File: config.mk
export PLATFORM = sky130hd
export DESIGN_NAME = dram_l2_rdret_asm
export DESIGN_NICKNAME = d
export VERILOG_FILES = /design/src/rtl/dram_l2_pkg.sv /design/src/rtl/dram_l2_rdret_dly.sv /design/src/rtl/dram_l2_rdret_asm.sv
export SDC_FILE = /design/constraint.sdc
export NUM_CORES = 2
export LEC_CHECK = 0
export ABC_AREA = 1
export CORE_MARGIN = 2
export CORE_UTILIZATION = 49
export DETAILED_ROUTE_END_ITERATION = 7
export GPL_ROUTABILITY_DRIVEN = 1
export HOLD_SLACK_MARGIN = 0.05
export PLACE_DENSITY = 0.7
export SETUP_SLACK_MARGIN = 0.05
export SYNTH_ARGS = -nofsm -noshare
export SYNTH_HDL_FRONTEND = slang
export SYNTH_SLANG_ARGS = --single-unit
export TNS_END_PERCENT = 20
File: constraint.sdc
create_clock -name rclk -period 3.7 [get_ports rclk]
set_input_delay 0.555 -clock rclk [delete_from_list [all_inputs] [get_ports rclk]]
set_output_delay 0.555 -clock rclk [all_outputs]
set_load 0.02 [all_outputs]
File: src/rtl/dram_l2_pkg.sv
// Shared widths and FSM encoding for the DRAM-to-L2 read-return path.
package dram_l2_pkg;

    localparam int CHUNK_W     = 128;
    localparam int CHUNK_ECC_W = 28;
    localparam int CHUNKS      = 4;
    localparam int LINE_W      = CHUNK_W * CHUNKS;
    localparam int LINE_ECC_W  = CHUNK_ECC_W * CHUNKS;
    localparam int REQ_ID_W    = 3;
    localparam int CHUNK_ID_W  = 2;

    typedef enum logic {
        ST_IDLE = 1'b0,
        ST_ASM  = 1'b1
    } asm_state_e;

    // Chunk index expected after `cnt` beats of a line that began at `start`.
    function automatic logic [CHUNK_ID_W-1:0] next_chunk(input logic [CHUNK_ID_W-1:0] start,
                                                         input logic [CHUNK_ID_W-1:0] cnt);
        return start + cnt;
    endfunction

endpackage

File: src/rtl/dram_l2_rdret_dly.sv
// Registered delay pipe carrying the r0 strobe and its control fields down to r2.
module dram_l2_rdret_dly #(
    parameter int DEPTH = 2,
    parameter int WIDTH = 5
) (
    input  logic             rclk,
    input  logic             rst_l,
    input  logic             vld_i,
    input  logic [WIDTH-1:0] ctl_i,
    output logic             vld_o,
    output logic [WIDTH-1:0] ctl_o
);

    logic [DEPTH-1:0] vld_q;
    logic [WIDTH-1:0] ctl_q [DEPTH];

    always_ff @(posedge rclk) begin
        if (!rst_l) begin
            vld_q <= '0;
            for (int i = 0; i < DEPTH; i++) begin
                ctl_q[i] <= '0;
            end
        end else begin
            vld_q[0] <= vld_i;
            ctl_q[0] <= ctl_i;
            for (int i = 1; i < DEPTH; i++) begin
                vld_q[i] <= vld_q[i-1];
                ctl_q[i] <= ctl_q[i-1];
            end
        end
    end

    assign vld_o = vld_q[DEPTH-1];
    assign ctl_o = ctl_q[DEPTH-1];

endmodule

File: src/rtl/dram_l2_rdret_asm.sv
// Collects four r2 chunks (any wrap start) into one 512-bit line and hands it to
// the L2 fill path through a single-entry holding register.
//
//   state   | meaning
//   --------+--------------------------------------------------------------
//   ST_IDLE | no partial line; next beat starts a line
//   ST_ASM  | 1..3 chunks collected; waiting for next wrap chunk or timeout
module dram_l2_rdret_asm
    import dram_l2_pkg::*;
#(
    parameter int TMO_CYC = 63
) (
    input  logic                    rclk,
    input  logic                    rst_l,
    input  logic                    dram_sctag_data_vld_r0,
    input  logic [CHUNK_ID_W-1:0]   dram_sctag_chunk_id_r0,
    input  logic [REQ_ID_W-1:0]     dram_sctag_rd_req_id_r0,
    input  logic [CHUNK_W-1:0]      dram_scbuf_data_r2,
    input  logic [CHUNK_ECC_W-1:0]  dram_scbuf_ecc_r2,
    input  logic                    dram_sctag_secc_err_r2,
    input  logic                    dram_sctag_mecc_err_r2,
    input  logic                    rdret_fill_rdy,
    output logic                    rdret_fill_vld,
    output logic [LINE_W-1:0]       rdret_fill_data,
    output logic [LINE_ECC_W-1:0]   rdret_fill_ecc,
    output logic [REQ_ID_W-1:0]     rdret_fill_req_id,
    output logic                    rdret_fill_secc,
    output logic                    rdret_fill_mecc,
    output logic                    rdret_seq_err,
    output logic                    rdret_ovfl_err,
    output logic                    rdret_tmo_err
);

    localparam int         CTL_W    = CHUNK_ID_W + REQ_ID_W;
    localparam logic [7:0] TMO_LAST = 8'(TMO_CYC - 1);

    logic                  beat;
    logic [CTL_W-1:0]      ctl_r2;
    logic [CHUNK_ID_W-1:0] chunk_r2;
    logic [REQ_ID_W-1:0]   id_r2;

    dram_l2_rdret_dly #(
        .DEPTH (2),
        .WIDTH (CTL_W)
    ) u_dly (
        .rclk  (rclk),
        .rst_l (rst_l),
        .vld_i (dram_sctag_data_vld_r0),
        .ctl_i ({dram_sctag_chunk_id_r0, dram_sctag_rd_req_id_r0}),
        .vld_o (beat),
        .ctl_o (ctl_r2)
    );

    assign chunk_r2 = ctl_r2[CTL_W-1:REQ_ID_W];
    assign id_r2    = ctl_r2[REQ_ID_W-1:0];

    asm_state_e            state_q;
    logic [CHUNK_ID_W-1:0] start_q;
    logic [CHUNK_ID_W-1:0] cnt_q;
    logic [REQ_ID_W-1:0]   id_q;
    logic                  secc_acc_q;
    logic                  mecc_acc_q;
    logic [7:0]            idle_q;
    logic                  seq_err_q;
    logic                  tmo_err_q;
    logic [LINE_W-1:0]     line_data_q;
    logic [LINE_ECC_W-1:0] line_ecc_q;

    logic                  hold_vld_q;
    logic [LINE_W-1:0]     hold_data_q;
    logic [LINE_ECC_W-1:0] hold_ecc_q;
    logic [REQ_ID_W-1:0]   hold_id_q;
    logic                  hold_secc_q;
    logic                  hold_mecc_q;
    logic                  ovfl_err_q;

    logic                  beat_match;
    logic                  line_done;
    logic                  timeout;
    logic [LINE_W-1:0]     line_data_d;
    logic [LINE_ECC_W-1:0] line_ecc_d;

    assign beat_match = (state_q == ST_ASM) && (id_r2 == id_q) &&
                        (chunk_r2 == next_chunk(start_q, cnt_q));
    assign line_done  = beat && beat_match && (cnt_q == 2'd3);
    assign timeout    = (state_q == ST_ASM) && !beat && (idle_q == TMO_LAST);

    always_comb begin
        line_data_d = line_data_q;
        line_ecc_d  = line_ecc_q;
        line_data_d[int'(chunk_r2)*CHUNK_W +: CHUNK_W]        = dram_scbuf_data_r2;
        line_ecc_d[int'(chunk_r2)*CHUNK_ECC_W +: CHUNK_ECC_W] = dram_scbuf_ecc_r2;
    end

    always_ff @(posedge rclk) begin
        if (!rst_l) begin
            state_q    <= ST_IDLE;
            start_q    <= '0;
            cnt_q      <= '0;
            id_q       <= '0;
            secc_acc_q <= 1'b0;
            mecc_acc_q <= 1'b0;
            idle_q     <= '0;
            seq_err_q  <= 1'b0;
            tmo_err_q  <= 1'b0;
        end else begin
            seq_err_q <= 1'b0;
            tmo_err_q <= 1'b0;
            case (state_q)
                ST_IDLE: begin
                    idle_q <= '0;
                    if (beat) begin
                        state_q    <= ST_ASM;
                        start_q    <= chunk_r2;
                        cnt_q      <= 2'd1;
                        id_q       <= id_r2;
                        secc_acc_q <= dram_sctag_secc_err_r2;
                        mecc_acc_q <= dram_sctag_mecc_err_r2;
                    end
                end
                ST_ASM: begin
                    if (beat) begin
                        idle_q <= '0;
                        if (!beat_match) begin
                            // Offending beat becomes the first chunk of a fresh line.
                            seq_err_q  <= 1'b1;
                            start_q    <= chunk_r2;
                            cnt_q      <= 2'd1;
                            id_q       <= id_r2;
                            secc_acc_q <= dram_sctag_secc_err_r2;
                            mecc_acc_q <= dram_sctag_mecc_err_r2;
                        end else if (cnt_q == 2'd3) begin
                            state_q    <= ST_IDLE;
                            cnt_q      <= '0;
                            secc_acc_q <= 1'b0;
                            mecc_acc_q <= 1'b0;
                        end else begin
                            cnt_q      <= cnt_q + 2'd1;
                            secc_acc_q <= secc_acc_q | dram_sctag_secc_err_r2;
                            mecc_acc_q <= mecc_acc_q | dram_sctag_mecc_err_r2;
                        end
                    end else if (timeout) begin
                        tmo_err_q  <= 1'b1;
                        state_q    <= ST_IDLE;
                        idle_q     <= '0;
                        cnt_q      <= '0;
                        secc_acc_q <= 1'b0;
                        mecc_acc_q <= 1'b0;
                    end else begin
                        idle_q <= idle_q + 8'd1;
                    end
                end
                default: state_q <= ST_IDLE;
            endcase
        end
    end

    always_ff @(posedge rclk) begin
        if (!rst_l) begin
            line_data_q <= '0;
            line_ecc_q  <= '0;
        end else if (beat) begin
            line_data_q <= line_data_d;
            line_ecc_q  <= line_ecc_d;
        end
    end

    // Loading while the held line drains this cycle keeps lines back-to-back.
    always_ff @(posedge rclk) begin
        if (!rst_l) begin
            hold_vld_q  <= 1'b0;
            hold_data_q <= '0;
            hold_ecc_q  <= '0;
            hold_id_q   <= '0;
            hold_secc_q <= 1'b0;
            hold_mecc_q <= 1'b0;
            ovfl_err_q  <= 1'b0;
        end else begin
            ovfl_err_q <= 1'b0;
            if (line_done) begin
                if (!hold_vld_q || rdret_fill_rdy) begin
                    hold_vld_q  <= 1'b1;
                    hold_data_q <= line_data_d;
                    hold_ecc_q  <= line_ecc_d;
                    hold_id_q   <= id_q;
                    hold_secc_q <= secc_acc_q | dram_sctag_secc_err_r2;
                    hold_mecc_q <= mecc_acc_q | dram_sctag_mecc_err_r2;
                end else begin
                    ovfl_err_q <= 1'b1;
                end
            end else if (hold_vld_q && rdret_fill_rdy) begin
                hold_vld_q <= 1'b0;
            end
        end
    end

    assign rdret_fill_vld    = hold_vld_q;
    assign rdret_fill_data   = hold_data_q;
    assign rdret_fill_ecc    = hold_ecc_q;
    assign rdret_fill_req_id = hold_id_q;
    assign rdret_fill_secc   = hold_secc_q;
    assign rdret_fill_mecc   = hold_mecc_q;
    assign rdret_seq_err     = seq_err_q;
    assign rdret_ovfl_err    = ovfl_err_q;
    assign rdret_tmo_err     = tmo_err_q;

endmodule

==> key figures <==
Run status
  • Status: complete, no violations

Timing
  • RSZ-0062 raised after global routing: no
  • Final period util: 88.4%
  • Post-route worst setup slack: 0.431 ns
  • Worst slew margin: 26.9%
  • Final worst path period need: 3.27 ns
  • Final Hold Viols: 0
  • Actual slew at the worst max-slew pin: 1.10 ns
  • Max Slew Vio Count: 0
  • Max Clock Skew: 0.0263 ns
  • Final setup violation count: 0
  • Post-route setup TNS: 0 ns
  • Highest Clock Rate: 0.306 GHz

Yosys
  • Average cell area after synthesis: 6.77 um2
  • Synth top area cells: dfxtp_1 (45%), nand2_1 (11%), inv_1 (10%), a21oi_1 (9.8%), o21ai_0 (6.8%)
  • FFs w/ async S/R, synth: 0%
  • Dominant synthesized flop cell: dfxtp_1
  • Area leader, netlist: dfxtp_1
  • YS warnings: 0
  • Post-synth top cells: nand2_1 (1686), inv_1 (1553), dfxtp_1 (1287)
  • Most common cell in the netlist: nand2_1
  • EDFF count, synth: 0
  • Yosys reg bits: 1287
  • Share of the synthesized area in the top cell type: 45.1%
  • Post-Synthesis Cells: 8450
  • Post-Syn Area: 57200 um2
  • Seq/Total Area, Yosys: 45.1%
  • Unique masters post-synth: 31
  • Mapped Nets: 8627

Cells and area
  • Layout fillers: 10.8k
  • Area growth syn-to-layout: 23.7%
  • Share of cells above drive strength 1: 4.15%
  • Register area: 25800 um2
  • Final nets: 9062
  • Multi-input gate area: 23000 um2

Floorplanning
  • Die area: 119000 um2
  • Die width: 346 um
  • Std cell rows: 125
  • Core area: 116000 um2
  • Initial core utilization: 49.3%
  • # IOs: 800
  • Die height: 346 um

CTS
  • Clock latency on the worst-skew pair: 0.76 ns
  • Hold_buf cts: 0
  • TritonCTS clock tree: done
  • Root buffer cell: clkbuf_16
  • # resized after CTS: 0
  • Clock tree buffer depth: 3
  • Clk slew on worst S/H paths: 0.06 ns
  • H-tree depth: 4
  • Sink Count: 1287
  • Clock buffer count from CTS: 139
  • Post-CTS setup buffers: 0

Critical path
  • Worst endpoint required time: 4.33 ns
  • Critical path's largest stage delay: 0.50 ns
  • CP Cell Sequence: inv_1, ha_4, inv_1, nand2_1, buf_4, inv_1, nand2_4, buf_4, o22ai_1, o21ai_0, inv_1
  • Arrival time of the worst setup path: 3.90 ns
  • CP Class: register to register
  • Critical-path top delay cell: dfxtp_1
  • Most frequent CP cell: inv_1
  • Crit start category: register
  • Critical Path End Type: register
  • Critical path fanouts, max: 32
  • CP bufs+invs: 6
  • R2r setup slk: 0.43 ns
  • Top delay family on crit path: buffers and inverters

Placed design
  • PortBufs: 799
  • Gpl congestion: 1.01
  • Hpwl dp: 142 mm
  • Setup WS pre-CTS: 0.491 ns

Route
  • Vias per cell: 5.49
  • Initial DRC count: 5137
  • Met2 WL: 92.9 mm
  • Total iterations of the first detailed-routing run: 8
  • Uppermost routed layer: met5
  • DRC violations left: 0
  • Metal-1 WL: 88.2 mm
  • Routed len/inst: 20.2 um
  • DR WL met3: 17.7 mm
  • Remaining antenna violation count: 0
  • Final Routed Wirelength: 212 mm
  • Vias: 57.7k

Pwr
  • Cell Pwr Density: 442 nW/um2
  • Total Power: 31.3 mW
  • VDD IR max: 456 uV
  • P_leak: 30.6 nW

Global routing
  • Initial antenna violation count: 4
  • Largest net degree at the start of global routing: 195
  • First-pass GRT wire length: 319 mm
  • Remaining Overflow, GRT: 0
  • Vias in the first global route: 52.8k
  • All-Layer GR Usage: 34.1%

Job
  • Max Cap Viol: 0

Hold path
  • Tightest Hold Check Type: input port to register
## report_power, final
part | internal [mW] | switching [mW] | total, mW
Sequential | 14.2 | 0.107 | 14.3
Clock | 8.22 | 5.80 | 14.0
Combinational | 0.886 | 2.03 | 2.92
Total | 23.3 | 7.94 | 31.3
## worst min-delay path: stages
cell and delay, ns:
buf_4 0.21, nand2_1 0.09, inv_1 0.03
## flip-flops by register name, summed over array words and instances, names as in the netlist
register and count:
line_data_q 512, rdret_fill_data 512, line_ecc_q 112, rdret_fill_ecc 112, u_dly.ctl_q 10, idle_q 8
id_q 3, rdret_fill_req_id 3, cnt_q 2, start_q 2, u_dly.vld_q 2, mecc_acc_q 1
rdret_fill_mecc 1, rdret_fill_secc 1, rdret_fill_vld 1, rdret_ovfl_err 1, rdret_seq_err 1, rdret_tmo_err 1
secc_acc_q 1, state_q 1
## cell usage in the layout (no fill, tap or decap), types with 4 or more instances in the layout
| master | n |
|---|---|
| clkbuf_8 | 35 |
| nand2_1 | 1683 |
| inv_6 | 6 |
| bufinv_16 | 6 |
| clkdlybuf4s50_1 | 798 |
| clkinv_1 | 4 |
| nand4_1 | 52 |
| ha_4 | 5 |
| a31oi_1 | 17 |
| dfxtp_1 | 1285 |
| o22ai_1 | 391 |
| clkbuf_1 | 29 |
| ha_1 | 5 |
| clkinvlp_4 | 5 |
| nand3_1 | 419 |
| buf_4 | 84 |
| o21ai_0 | 777 |
| a21oi_1 | 1114 |
| nor3_1 | 8 |
| inv_1 | 1552 |
| nor2_1 | 454 |
| clkbuf_16 | 143 |
| a22oi_1 | 6 |
| clkinv_2 | 20 |
| o211ai_1 | 9 |
| buf_12 | 45 |
## worst paths after layout
check	start	end	cells past startpoint
hold / removal	rst_l	u_dly.ctl_q[0][4]	3
setup / recovery	u_dly.ctl_q[0][9]	line_data_q[104]	11
setup reg to reg	u_dly.ctl_q[0][9]	line_data_q[104]	11
hold reg to reg	u_dly.ctl_q[0][2]	u_dly.ctl_q[0][7]	2
## metal layers
metal	vias to the layer above	global-route usage [%]
met5	-	0
met4	4	19.9
met3	508	6.92
met2	2529	51.9
met1	27003	44.9
li1	27643	-
## cell type report
class / count / share of cell area, %
Inverter: 1562 / 8.32
Clock inverter: 40 / 0.598
Tap cell: 1524 / 2.70
Clock buffer: 207 / 5.90
Timing Repair Buffer: 927 / 13.5
Sequential cell: 1287 / 36.4
Antenna cell: 1 / 0.00354
Multi-Input combinational cell: 4968 / 32.6
## through the flow
step | cell area (um2) | utilization (%) | instances | hold slack, ns
after floorplan | 57200 | - | 8450 | 0.390
after global routing | 70700 | 61.0 | 10516 | 0.222
after detailed placement | 66100 | 57.0 | 10268 | 0.401
after CTS | 70700 | 61.0 | 10515 | 0.174
final | 70700 | 61.0 | 10516 | 0.207
after global placement | 66100 | 57.0 | 10268 | 0.398
## logic make-up (layout without fill, tap and decap cells)
logic type	Yosys count	in the layout	synth area share (%)
and+or+nand+nor	2635	2635	18.6
AOI/OAI and AO/OA	2318	2318	21.3
buffers and inverters	2195	2736	14.8
DFF	1287	1287	45.1
adders and majority gates	10	10	0.219
xor gates and xnor gates	5	5	0.0766
other	0	1	0
Power figures use the tool's default switching activity.
